File: config.mk
export PLATFORM = sky130hd
export DESIGN_NAME = bwt_occ_responder_flat
export DESIGN_NICKNAME = d
export VERILOG_FILES = /design/src/rtl/bwt_occ_responder_if.sv /design/src/rtl/bwt_occ_responder.sv /design/src/flat_wrapper.sv
export SDC_FILE = /design/constraint.sdc
export NUM_CORES = 2
export LEC_CHECK = 0
export BUFFER_PORTS_ARGS = -buffer_cell sky130_fd_sc_hd__buf_2
export CAP_MARGIN = 30
export CORE_AREA = 10 10 555 557
export CTS_BUF_LIST = sky130_fd_sc_hd__clkbuf_16
export CTS_CLUSTER_SIZE = 24
export DETAILED_ROUTE_END_ITERATION = 7
export DIE_AREA = 0 0 565 567
export GPL_TIMING_DRIVEN = 0
export PLACE_DENSITY = 0.4
export SKIP_CTS_REPAIR_TIMING = 1
export SYNTH_ARGS = -nofsm -noshare
export SYNTH_HDL_FRONTEND = slang
export SYNTH_SLANG_ARGS = --single-unit
File: constraint.sdc
create_clock -name clk -period 10.6 [get_ports clk]
set_clock_uncertainty 0.1 [all_clocks]
set_input_delay 1.06 -clock clk [delete_from_list [all_inputs] [get_ports clk]]
set_output_delay 1.06 -clock clk [all_outputs]
set_load 0.1 [all_outputs]
File: src/rtl/bwt_occ_responder_if.sv
// Bus bundle for bwt_occ_responder: request port from the backward stage,
// memory read request/response channel, and the occurrence-count response.
// The slave modport is the responder's view; master is the environment's view.
`ifndef READ_NUM_WIDTH
`define READ_NUM_WIDTH 6
`endif

interface bwt_occ_responder_if #(
    parameter int ADDR_W = 42,
    parameter int LINE_W = 512
);
    // pipeline control
    logic                        stall;

    // request port
    logic                        req_valid;
    logic [ADDR_W-1:0]           req_addr_k;
    logic [ADDR_W-1:0]           req_addr_l;
    logic [`READ_NUM_WIDTH-1:0]  req_read_num;
    logic                        req_almost_full;
    logic                        err_overflow;

    // memory read channel
    logic                        mem_rd_valid;
    logic [ADDR_W-1:0]           mem_rd_addr;
    logic                        mem_rd_ready;
    logic                        mem_rsp_valid;
    logic [LINE_W-1:0]           mem_rsp_data;

    // occurrence response
    logic                        rsp_valid;
    logic [`READ_NUM_WIDTH-1:0]  rsp_read_num;
    logic [31:0]                 cnt_a0, cnt_a1, cnt_a2, cnt_a3;
    logic [63:0]                 cnt_b0, cnt_b1, cnt_b2, cnt_b3;
    logic [31:0]                 cntl_a0, cntl_a1, cntl_a2, cntl_a3;
    logic [63:0]                 cntl_b0, cntl_b1, cntl_b2, cntl_b3;

    modport slave (
        input  stall,
        input  req_valid, req_addr_k, req_addr_l, req_read_num,
        output req_almost_full, err_overflow,
        output mem_rd_valid, mem_rd_addr,
        input  mem_rd_ready, mem_rsp_valid, mem_rsp_data,
        output rsp_valid, rsp_read_num,
        output cnt_a0, cnt_a1, cnt_a2, cnt_a3,
        output cnt_b0, cnt_b1, cnt_b2, cnt_b3,
        output cntl_a0, cntl_a1, cntl_a2, cntl_a3,
        output cntl_b0, cntl_b1, cntl_b2, cntl_b3
    );

    modport master (
        output stall,
        output req_valid, req_addr_k, req_addr_l, req_read_num,
        input  req_almost_full, err_overflow,
        input  mem_rd_valid, mem_rd_addr,
        output mem_rd_ready, mem_rsp_valid, mem_rsp_data,
        input  rsp_valid, rsp_read_num,
        input  cnt_a0, cnt_a1, cnt_a2, cnt_a3,
        input  cnt_b0, cnt_b1, cnt_b2, cnt_b3,
        input  cntl_a0, cntl_a1, cntl_a2, cntl_a3,
        input  cntl_b0, cntl_b1, cntl_b2, cntl_b3
    );
endinterface

File: src/rtl/bwt_occ_responder.sv
// bwt_occ_responder: queues {addr_k, addr_l, read_num} requests, fetches the
// k and l occurrence lines from memory one pair at a time, and presents the
// a/b counts of both lines to the backward pipeline with a stall-held response.
// Optional feature macro: SAME_LINE_MERGE_EN -- when defined, a pair whose k
// and l addresses match is served with a single memory read whose line feeds
// both the cnt_* and cntl_* outputs.
`ifndef READ_NUM_WIDTH
`define READ_NUM_WIDTH 6
`endif

module bwt_occ_responder #(
    parameter int ADDR_W    = 42,
    parameter int REQ_DEPTH = 8,
    parameter int LINE_W    = 512
) (
    input  logic                 clk,
    input  logic                 rst,
    bwt_occ_responder_if.slave   bus
);
    localparam int PTR_W = $clog2(REQ_DEPTH);
    localparam int RN_W  = `READ_NUM_WIDTH;
    localparam int ENT_W = 2 * ADDR_W + RN_W;
    // only the low 384 bits of a line carry counts (4x32b a, 4x64b b)
    localparam int CNT_W = 384;

    localparam logic [PTR_W-1:0] PTR_ONE  = PTR_W'(1);
    localparam logic [PTR_W:0]   CNT_ONE  = (PTR_W+1)'(1);
    localparam logic [PTR_W:0]   CNT_FULL = (PTR_W+1)'(REQ_DEPTH);
    localparam logic [PTR_W:0]   CNT_AF   = (PTR_W+1)'(REQ_DEPTH - 2);

    typedef enum logic [2:0] {
        IDLE,
        ISSUE_K,
        ISSUE_L,
        WAIT_K,
        WAIT_L,
        RESP
    } state_t;

    // request FIFO
    logic [ENT_W-1:0]  fifo_mem [REQ_DEPTH];
    logic [PTR_W-1:0]  wr_ptr_q;
    logic [PTR_W-1:0]  rd_ptr_q;
    logic [PTR_W:0]    count_q;
    logic              fifo_full;
    logic              fifo_empty;
    logic              push;
    logic              pop;
    logic              err_overflow_q;

    // pair in flight
    logic [ADDR_W-1:0] cur_k_q;
    logic [ADDR_W-1:0] cur_l_q;
    logic [RN_W-1:0]   cur_tag_q;
    logic              k_done_q;
    logic [CNT_W-1:0]  k_buf_q;

    // response registers
    logic [CNT_W-1:0]  out_k_q;
    logic [CNT_W-1:0]  out_l_q;
    logic [RN_W-1:0]   out_tag_q;

    // FSM
    state_t            state_q;
    state_t            state_d;
    logic              rd_valid;
    logic [ADDR_W-1:0] rd_addr;
    logic              latch_k;
    logic              latch_l;
    logic              latch_both;
    logic [CNT_W-1:0]  rsp_line;

    assign rsp_line   = bus.mem_rsp_data[CNT_W-1:0];

    generate
        if (LINE_W > CNT_W) begin : g_spare_bits
            logic unused_rsp_bits;
            assign unused_rsp_bits = ^bus.mem_rsp_data[LINE_W-1:CNT_W];
        end
    endgenerate

    assign fifo_full  = (count_q == CNT_FULL);
    assign fifo_empty = (count_q == '0);
    // full is judged before this cycle's pop, so a push into a full FIFO is
    // dropped even if the FSM frees a slot in the same cycle
    assign push       = bus.req_valid && !fifo_full;
    assign pop        = (state_q == IDLE) && !fifo_empty;

`ifdef SAME_LINE_MERGE_EN
    logic same_line;
    assign same_line = (cur_k_q == cur_l_q);
`endif

    // FIFO storage: data path only, contents are qualified by count_q
    always_ff @(posedge clk) begin
        if (push) begin
            fifo_mem[wr_ptr_q] <= {bus.req_addr_k, bus.req_addr_l, bus.req_read_num};
        end
    end

    // FIFO pointers and occupancy; pointers wrap naturally modulo REQ_DEPTH
    always_ff @(posedge clk) begin
        if (!rst) begin
            wr_ptr_q <= '0;
            rd_ptr_q <= '0;
            count_q  <= '0;
        end else begin
            if (push) begin
                wr_ptr_q <= wr_ptr_q + PTR_ONE;
            end
            if (pop) begin
                rd_ptr_q <= rd_ptr_q + PTR_ONE;
            end
            unique case ({push, pop})
                2'b10:   count_q <= count_q + CNT_ONE;
                2'b01:   count_q <= count_q - CNT_ONE;
                default: count_q <= count_q;
            endcase
        end
    end

    // sticky overflow flag: a request arrived while every slot was occupied
    always_ff @(posedge clk) begin
        if (!rst) begin
            err_overflow_q <= 1'b0;
        end else if (bus.req_valid && fifo_full) begin
            err_overflow_q <= 1'b1;
        end
    end

    // capture the popped pair and track whether its k line already arrived
    always_ff @(posedge clk) begin
        if (!rst) begin
            cur_k_q   <= '0;
            cur_l_q   <= '0;
            cur_tag_q <= '0;
            k_done_q  <= 1'b0;
        end else if (pop) begin
            {cur_k_q, cur_l_q, cur_tag_q} <= fifo_mem[rd_ptr_q];
            k_done_q                      <= 1'b0;
        end else if (latch_k) begin
            k_done_q <= 1'b1;
        end
    end

    // FSM state register
    always_ff @(posedge clk) begin
        if (!rst) begin
            state_q <= IDLE;
        end else begin
            state_q <= state_d;
        end
    end

    // FSM next state, memory request and line-capture strobes
    always_comb begin
        state_d    = state_q;
        rd_valid   = 1'b0;
        rd_addr    = cur_k_q;
        latch_k    = 1'b0;
        latch_l    = 1'b0;
        latch_both = 1'b0;
        unique case (state_q)
            IDLE: begin
                if (!fifo_empty) begin
                    state_d = ISSUE_K;
                end
            end
            ISSUE_K: begin
                rd_valid = 1'b1;
                if (bus.mem_rd_ready) begin
`ifdef SAME_LINE_MERGE_EN
                    state_d = same_line ? WAIT_K : ISSUE_L;
`else
                    state_d = ISSUE_L;
`endif
                end
            end
            ISSUE_L: begin
                rd_valid = 1'b1;
                rd_addr  = cur_l_q;
                // a fast memory may return the k line while l is still being issued
                latch_k  = bus.mem_rsp_valid;
                if (bus.mem_rd_ready) begin
                    state_d = (k_done_q || bus.mem_rsp_valid) ? WAIT_L : WAIT_K;
                end
            end
            WAIT_K: begin
                if (bus.mem_rsp_valid) begin
`ifdef SAME_LINE_MERGE_EN
                    if (same_line) begin
                        latch_both = 1'b1;
                        state_d    = RESP;
                    end else begin
                        latch_k = 1'b1;
                        state_d = WAIT_L;
                    end
`else
                    latch_k = 1'b1;
                    state_d = WAIT_L;
`endif
                end
            end
            WAIT_L: begin
                if (bus.mem_rsp_valid) begin
                    latch_l = 1'b1;
                    state_d = RESP;
                end
            end
            RESP: begin
                if (!bus.stall) begin
                    state_d = IDLE;
                end
            end
            default: state_d = IDLE;
        endcase
    end

    // k line holding buffer until the l line completes the pair
    always_ff @(posedge clk) begin
        if (latch_k) begin
            k_buf_q <= rsp_line;
        end
    end

    // response registers load only when a pair completes, so they hold
    // their last value through stalls and while no response is pending
    always_ff @(posedge clk) begin
        if (!rst) begin
            out_k_q   <= '0;
            out_l_q   <= '0;
            out_tag_q <= '0;
        end else if (latch_l) begin
            out_k_q   <= k_buf_q;
            out_l_q   <= rsp_line;
            out_tag_q <= cur_tag_q;
        end else if (latch_both) begin
            out_k_q   <= rsp_line;
            out_l_q   <= rsp_line;
            out_tag_q <= cur_tag_q;
        end
    end

    assign bus.req_almost_full = (count_q >= CNT_AF);
    assign bus.err_overflow    = err_overflow_q;
    assign bus.mem_rd_valid    = rd_valid;
    assign bus.mem_rd_addr     = rd_addr;
    assign bus.rsp_valid       = (state_q == RESP);
    assign bus.rsp_read_num    = out_tag_q;

    assign bus.cnt_a0  = out_k_q[31:0];
    assign bus.cnt_a1  = out_k_q[63:32];
    assign bus.cnt_a2  = out_k_q[95:64];
    assign bus.cnt_a3  = out_k_q[127:96];
    assign bus.cnt_b0  = out_k_q[191:128];
    assign bus.cnt_b1  = out_k_q[255:192];
    assign bus.cnt_b2  = out_k_q[319:256];
    assign bus.cnt_b3  = out_k_q[383:320];

    assign bus.cntl_a0 = out_l_q[31:0];
    assign bus.cntl_a1 = out_l_q[63:32];
    assign bus.cntl_a2 = out_l_q[95:64];
    assign bus.cntl_a3 = out_l_q[127:96];
    assign bus.cntl_b0 = out_l_q[191:128];
    assign bus.cntl_b1 = out_l_q[255:192];
    assign bus.cntl_b2 = out_l_q[319:256];
    assign bus.cntl_b3 = out_l_q[383:320];

endmodule
File: src/flat_wrapper.sv
// flat-port wrapper written by rule: the top's interface ports become plain ports
module bwt_occ_responder_flat 
#(
    parameter int ADDR_W    = 42,
    parameter int REQ_DEPTH = 8,
    parameter int LINE_W    = 512
)
  (clk, rst, bus_stall, bus_req_valid, bus_req_addr_k, bus_req_addr_l, bus_req_read_num, bus_req_almost_full, bus_err_overflow, bus_mem_rd_valid, bus_mem_rd_addr, bus_mem_rd_ready, bus_mem_rsp_valid, bus_mem_rsp_data, bus_rsp_valid, bus_rsp_read_num, bus_cnt_a0, bus_cnt_a1, bus_cnt_a2, bus_cnt_a3, bus_cnt_b0, bus_cnt_b1, bus_cnt_b2, bus_cnt_b3, bus_cntl_a0, bus_cntl_a1, bus_cntl_a2, bus_cntl_a3, bus_cntl_b0, bus_cntl_b1, bus_cntl_b2, bus_cntl_b3);
  bwt_occ_responder_if #(.ADDR_W(ADDR_W), .LINE_W(LINE_W)) bus_i ();
  input  logic clk;
  input  logic rst;
  input wire logic [$bits(bus_i.stall)-1:0] bus_stall;
  input wire logic [$bits(bus_i.req_valid)-1:0] bus_req_valid;
  input wire logic [$bits(bus_i.req_addr_k)-1:0] bus_req_addr_k;
  input wire logic [$bits(bus_i.req_addr_l)-1:0] bus_req_addr_l;
  input wire logic [$bits(bus_i.req_read_num)-1:0] bus_req_read_num;
  output wire logic [$bits(bus_i.req_almost_full)-1:0] bus_req_almost_full;
  output wire logic [$bits(bus_i.err_overflow)-1:0] bus_err_overflow;
  output wire logic [$bits(bus_i.mem_rd_valid)-1:0] bus_mem_rd_valid;
  output wire logic [$bits(bus_i.mem_rd_addr)-1:0] bus_mem_rd_addr;
  input wire logic [$bits(bus_i.mem_rd_ready)-1:0] bus_mem_rd_ready;
  input wire logic [$bits(bus_i.mem_rsp_valid)-1:0] bus_mem_rsp_valid;
  input wire logic [$bits(bus_i.mem_rsp_data)-1:0] bus_mem_rsp_data;
  output wire logic [$bits(bus_i.rsp_valid)-1:0] bus_rsp_valid;
  output wire logic [$bits(bus_i.rsp_read_num)-1:0] bus_rsp_read_num;
  output wire logic [$bits(bus_i.cnt_a0)-1:0] bus_cnt_a0;
  output wire logic [$bits(bus_i.cnt_a1)-1:0] bus_cnt_a1;
  output wire logic [$bits(bus_i.cnt_a2)-1:0] bus_cnt_a2;
  output wire logic [$bits(bus_i.cnt_a3)-1:0] bus_cnt_a3;
  output wire logic [$bits(bus_i.cnt_b0)-1:0] bus_cnt_b0;
  output wire logic [$bits(bus_i.cnt_b1)-1:0] bus_cnt_b1;
  output wire logic [$bits(bus_i.cnt_b2)-1:0] bus_cnt_b2;
  output wire logic [$bits(bus_i.cnt_b3)-1:0] bus_cnt_b3;
  output wire logic [$bits(bus_i.cntl_a0)-1:0] bus_cntl_a0;
  output wire logic [$bits(bus_i.cntl_a1)-1:0] bus_cntl_a1;
  output wire logic [$bits(bus_i.cntl_a2)-1:0] bus_cntl_a2;
  output wire logic [$bits(bus_i.cntl_a3)-1:0] bus_cntl_a3;
  output wire logic [$bits(bus_i.cntl_b0)-1:0] bus_cntl_b0;
  output wire logic [$bits(bus_i.cntl_b1)-1:0] bus_cntl_b1;
  output wire logic [$bits(bus_i.cntl_b2)-1:0] bus_cntl_b2;
  output wire logic [$bits(bus_i.cntl_b3)-1:0] bus_cntl_b3;
  assign bus_i.stall = bus_stall;
  assign bus_i.req_valid = bus_req_valid;
  assign bus_i.req_addr_k = bus_req_addr_k;
  assign bus_i.req_addr_l = bus_req_addr_l;
  assign bus_i.req_read_num = bus_req_read_num;
  assign bus_req_almost_full = bus_i.req_almost_full;
  assign bus_err_overflow = bus_i.err_overflow;
  assign bus_mem_rd_valid = bus_i.mem_rd_valid;
  assign bus_mem_rd_addr = bus_i.mem_rd_addr;
  assign bus_i.mem_rd_ready = bus_mem_rd_ready;
  assign bus_i.mem_rsp_valid = bus_mem_rsp_valid;
  assign bus_i.mem_rsp_data = bus_mem_rsp_data;
  assign bus_rsp_valid = bus_i.rsp_valid;
  assign bus_rsp_read_num = bus_i.rsp_read_num;
  assign bus_cnt_a0 = bus_i.cnt_a0;
  assign bus_cnt_a1 = bus_i.cnt_a1;
  assign bus_cnt_a2 = bus_i.cnt_a2;
  assign bus_cnt_a3 = bus_i.cnt_a3;
  assign bus_cnt_b0 = bus_i.cnt_b0;
  assign bus_cnt_b1 = bus_i.cnt_b1;
  assign bus_cnt_b2 = bus_i.cnt_b2;
  assign bus_cnt_b3 = bus_i.cnt_b3;
  assign bus_cntl_a0 = bus_i.cntl_a0;
  assign bus_cntl_a1 = bus_i.cntl_a1;
  assign bus_cntl_a2 = bus_i.cntl_a2;
  assign bus_cntl_a3 = bus_i.cntl_a3;
  assign bus_cntl_b0 = bus_i.cntl_b0;
  assign bus_cntl_b1 = bus_i.cntl_b1;
  assign bus_cntl_b2 = bus_i.cntl_b2;
  assign bus_cntl_b3 = bus_i.cntl_b3;
  bwt_occ_responder #(.ADDR_W(ADDR_W), .REQ_DEPTH(REQ_DEPTH), .LINE_W(LINE_W)) u_core (.clk(clk), .rst(rst), .bus(bus_i));
endmodule
==> metrics.txt <==
Slew headroom=32.6%; number of flops mapped to enable cells by yosys=1104; Warnings, synthesis=0; TritonCTS buffer count=222; CTS tree=built; drt initial violations=3939; Root Buffer=clkbuf_16; Syn Area/Cell=13.1 µm²; hpwl dp=264 mm; cell count after synthesis=5230; part of the cycle the worst path needs=42.0%; min Tclk post-route=4460 ps; Die H=567 µm; post-synthesis cell type count=44; part of the Yosys area used for sequential elements=74.2%; Die Width=565 µm; drt wl/cell=29.5 µm; Levels on crit path=7; Yosys top cell by area=edfxtp_1; Worst-Skew Late Latency=900 ps; final setup fails=0; HP Class=in -> reg; non-filler cells, final=11101; Crit Path Max Fanout=10; unrepaired setup endpoints after global routing=no; Fill cells=30767; crit end category=primary output; total congestion overflow=0; Post-DP Area=81500 µm²; CTS Buffer Depth=4; cell area after layout=88900 µm²; TritonRoute pass-1 iters=6; ys flop type=edfxtp_1; chain of cells forming the critical path=clkbuf_1, inv_1, nor3_2, buf_6, buf_2, mux2_2, buf_2; drt drc=0; routability cong.=0.907; Slew Viols, Final=0; CP Data Arrival Time=3300 ps; IO Port Bufs=1299; flops & latches, synth=1983; CP Class=reg -> out; most frequent cells in the layout=nand2_1 (1731), buf_2 (1330), edfxtp_1 (1104); post-layout util=30.0%; Die ar.=320000 µm²; Critical Path Start Type=flip-flop; worst hold path depth=1; Mapped Nets=5843; core footprint=296000 µm²; fin nets=7484; leakage power=32.3 nW; worst path bufs/invs=5; top-area cell type share of the netlist area=48.5%; initial antenna violation count=203; status=finished clean; GRT Total Usage=19.5%; most common cell after layout, fill and taps aside=nand2_1; Crit-path slowest cell=buf_2; peak supply drop=0.163 mV; CP max stage delay=480 ps; Synth area leaders=edfxtp_1 (48%), dfxtp_1 (26%), nand2_1 (9.5%), mux4_2 (5.9%), a21oi_1 (5.7%); reg2reg start=u_core.rd_ptr_q[1]; placed cells=10585; row count=200; Top Ports=1428; worst setup path startpoint=u_core.state_q[1]; CTS clk-pin slew, worst paths=60 ps; asr flop ratio synth=0%; Max Fclk=224 MHz; Most Frequent Cell on Critical Path=buf_2; Final ANT Viol Nets=0; vias per cell=4.38; power per cell area=217 nW/µm²; Detailed Route WL=327 mm; delay-heaviest family, CP=buffers and inverters; pin count of the biggest net entering global routing=63; Final Hold Viols=0; synthesis-to-finish area growth=29.9%; reg2reg path depth=7; # H-tree levels=4; Starting Density=23.1%; via count=48654; Req. time, crit path=9440 ps; first-pass GRT wire length=432 mm; hold path startpoint=bus_mem_rsp_data[103]; worst slew pin tran=1010 ps; Max Cap Violations=0; mapped cell area=68400 µm²; clk sinks=1983; number of global-route vias before repair=47702; layout cell share with drive strength beyond 1=28.6%
worst paths after layout:
| path | end | slack, ps |
|---|---|---|
| setup / recovery | bus_mem_rd_addr[3] | 6140 |
| hold / removal | u_core.k_buf_q[103] | 260 |
| hold reg to reg | u_core.cur_k_q[4] | 330 |
| setup reg to reg | u_core.cur_k_q[11] | 7030 |
registers in the layout, indices dropped and copies added, names as in the netlist:
register	cells
u_core.fifo_mem	720
u_core.k_buf_q	384
u_core.out_k_q	384
u_core.out_l_q	384
u_core.cur_k_q	42
u_core.cur_l_q	42
u_core.bus.rsp_read_num	6
u_core.cur_tag_q	6
u_core.count_q	4
u_core.rd_ptr_q	3
u_core.state_q	3
u_core.wr_ptr_q	3
u_core.bus.err_overflow	1
u_core.k_done_q	1
synthesized netlist by cell type, types with 2 or more instances:
| cell | instances |
|---|---|
| nand2_1 | 1731 |
| edfxtp_1 | 1104 |
| dfxtp_1 | 879 |
| a21oi_1 | 781 |
| clkbuf_1 | 299 |
| mux4_2 | 180 |
| a22oi_1 | 70 |
| mux2_2 | 42 |
| buf_2 | 30 |
| a22oi_2 | 20 |
| nor2_1 | 13 |
| buf_6 | 7 |
| nor3_1 | 7 |
| nand2b_1 | 6 |
| xor2_1 | 6 |
| ha_1 | 5 |
| mux2i_1 | 5 |
| o21ai_0 | 5 |
| nand3_1 | 4 |
| and2_1 | 3 |
| buf_1 | 3 |
| nor2b_1 | 3 |
| inv_1 | 2 |
| nand3b_1 | 2 |
| o21a_1 | 2 |
| or3_1 | 2 |
| xnor2_1 | 2 |
power by group:
| group | total [mW] | leakage, nW | internal [mW] | switching, mW |
|---|---|---|---|---|
| clock | 7.58 | 3.72 | 4.29 | 3.29 |
| sequential | 8.67 | 17.1 | 8.51 | 0.157 |
| combinational | 3.04 | 11.5 | 0.947 | 2.09 |
cell families (layout without fill, tap and decap cells):
group                      Yosys count  in the layout  synth area share (%)
buffers and inverters              342           2176                  2.01
DFF                               1983           1983                  74.2
muxes                              227            227                  6.69
xor gates and xnor gates             8              8                 0.102
and+or+nand+nor                   1780           1780                  9.92
AOI/OAI and AO/OA                  885            885                  6.99
other                                0             98                     0
adders and majority gates            5              5                0.0915
metal layers:
| layer | vias up | global-route usage, % | wire [µm] |
|---|---|---|---|
| met4 | 88 | 9.05 | 17200 |
| li1 | 21902 | - | - |
| met3 | 667 | 6.15 | 26800 |
| met2 | 1802 | 32.9 | 157000 |
| met1 | 24195 | 22.4 | 126000 |
| met5 | - | 0 | 548 |
worst reg2reg max path: stages (launching register included):
cell and delay, ps:
dfxtp_1 350, clkbuf_1 350, buf_8 230, clkbuf_1 540, clkbuf_1 700, mux4_2 430
a22oi_1 630, nand2_1 110
area by class of cell:
type	instances	area, µm²	area share, %
Antenna cell	98	245	0.276
Multi-Input combinational cell	2905	16300	18.4
Sequential cell	1983	50700	57.1
Timing Repair Buffer	1417	8130	9.15
Clock buffer	230	5760	6.48
Inverter	3	11.3	0.0127
Clock inverter	187	1350	1.52
Buffer	339	1370	1.54
Tap cell	3939	4930	5.55
through the flow:
step | setup slack (ps) | total power, mW | TNS [ps] | hold WS (ps)
2_1_floorplan | 5.50 | 10.8 | 0 | 310
3_3_place_gp | -12280 | 11.9 | -3496490 | 325
3_5_place_dp | 6530 | 12.0 | 0 | 326
4_1_cts | 5990 | 19.6 | 0 | 167
5_1_grt | 5940 | 20.0 | 0 | 213
6_report | 6140 | 19.3 | 0 | 258
Note: power is estimated with default switching activity, not from simulation.
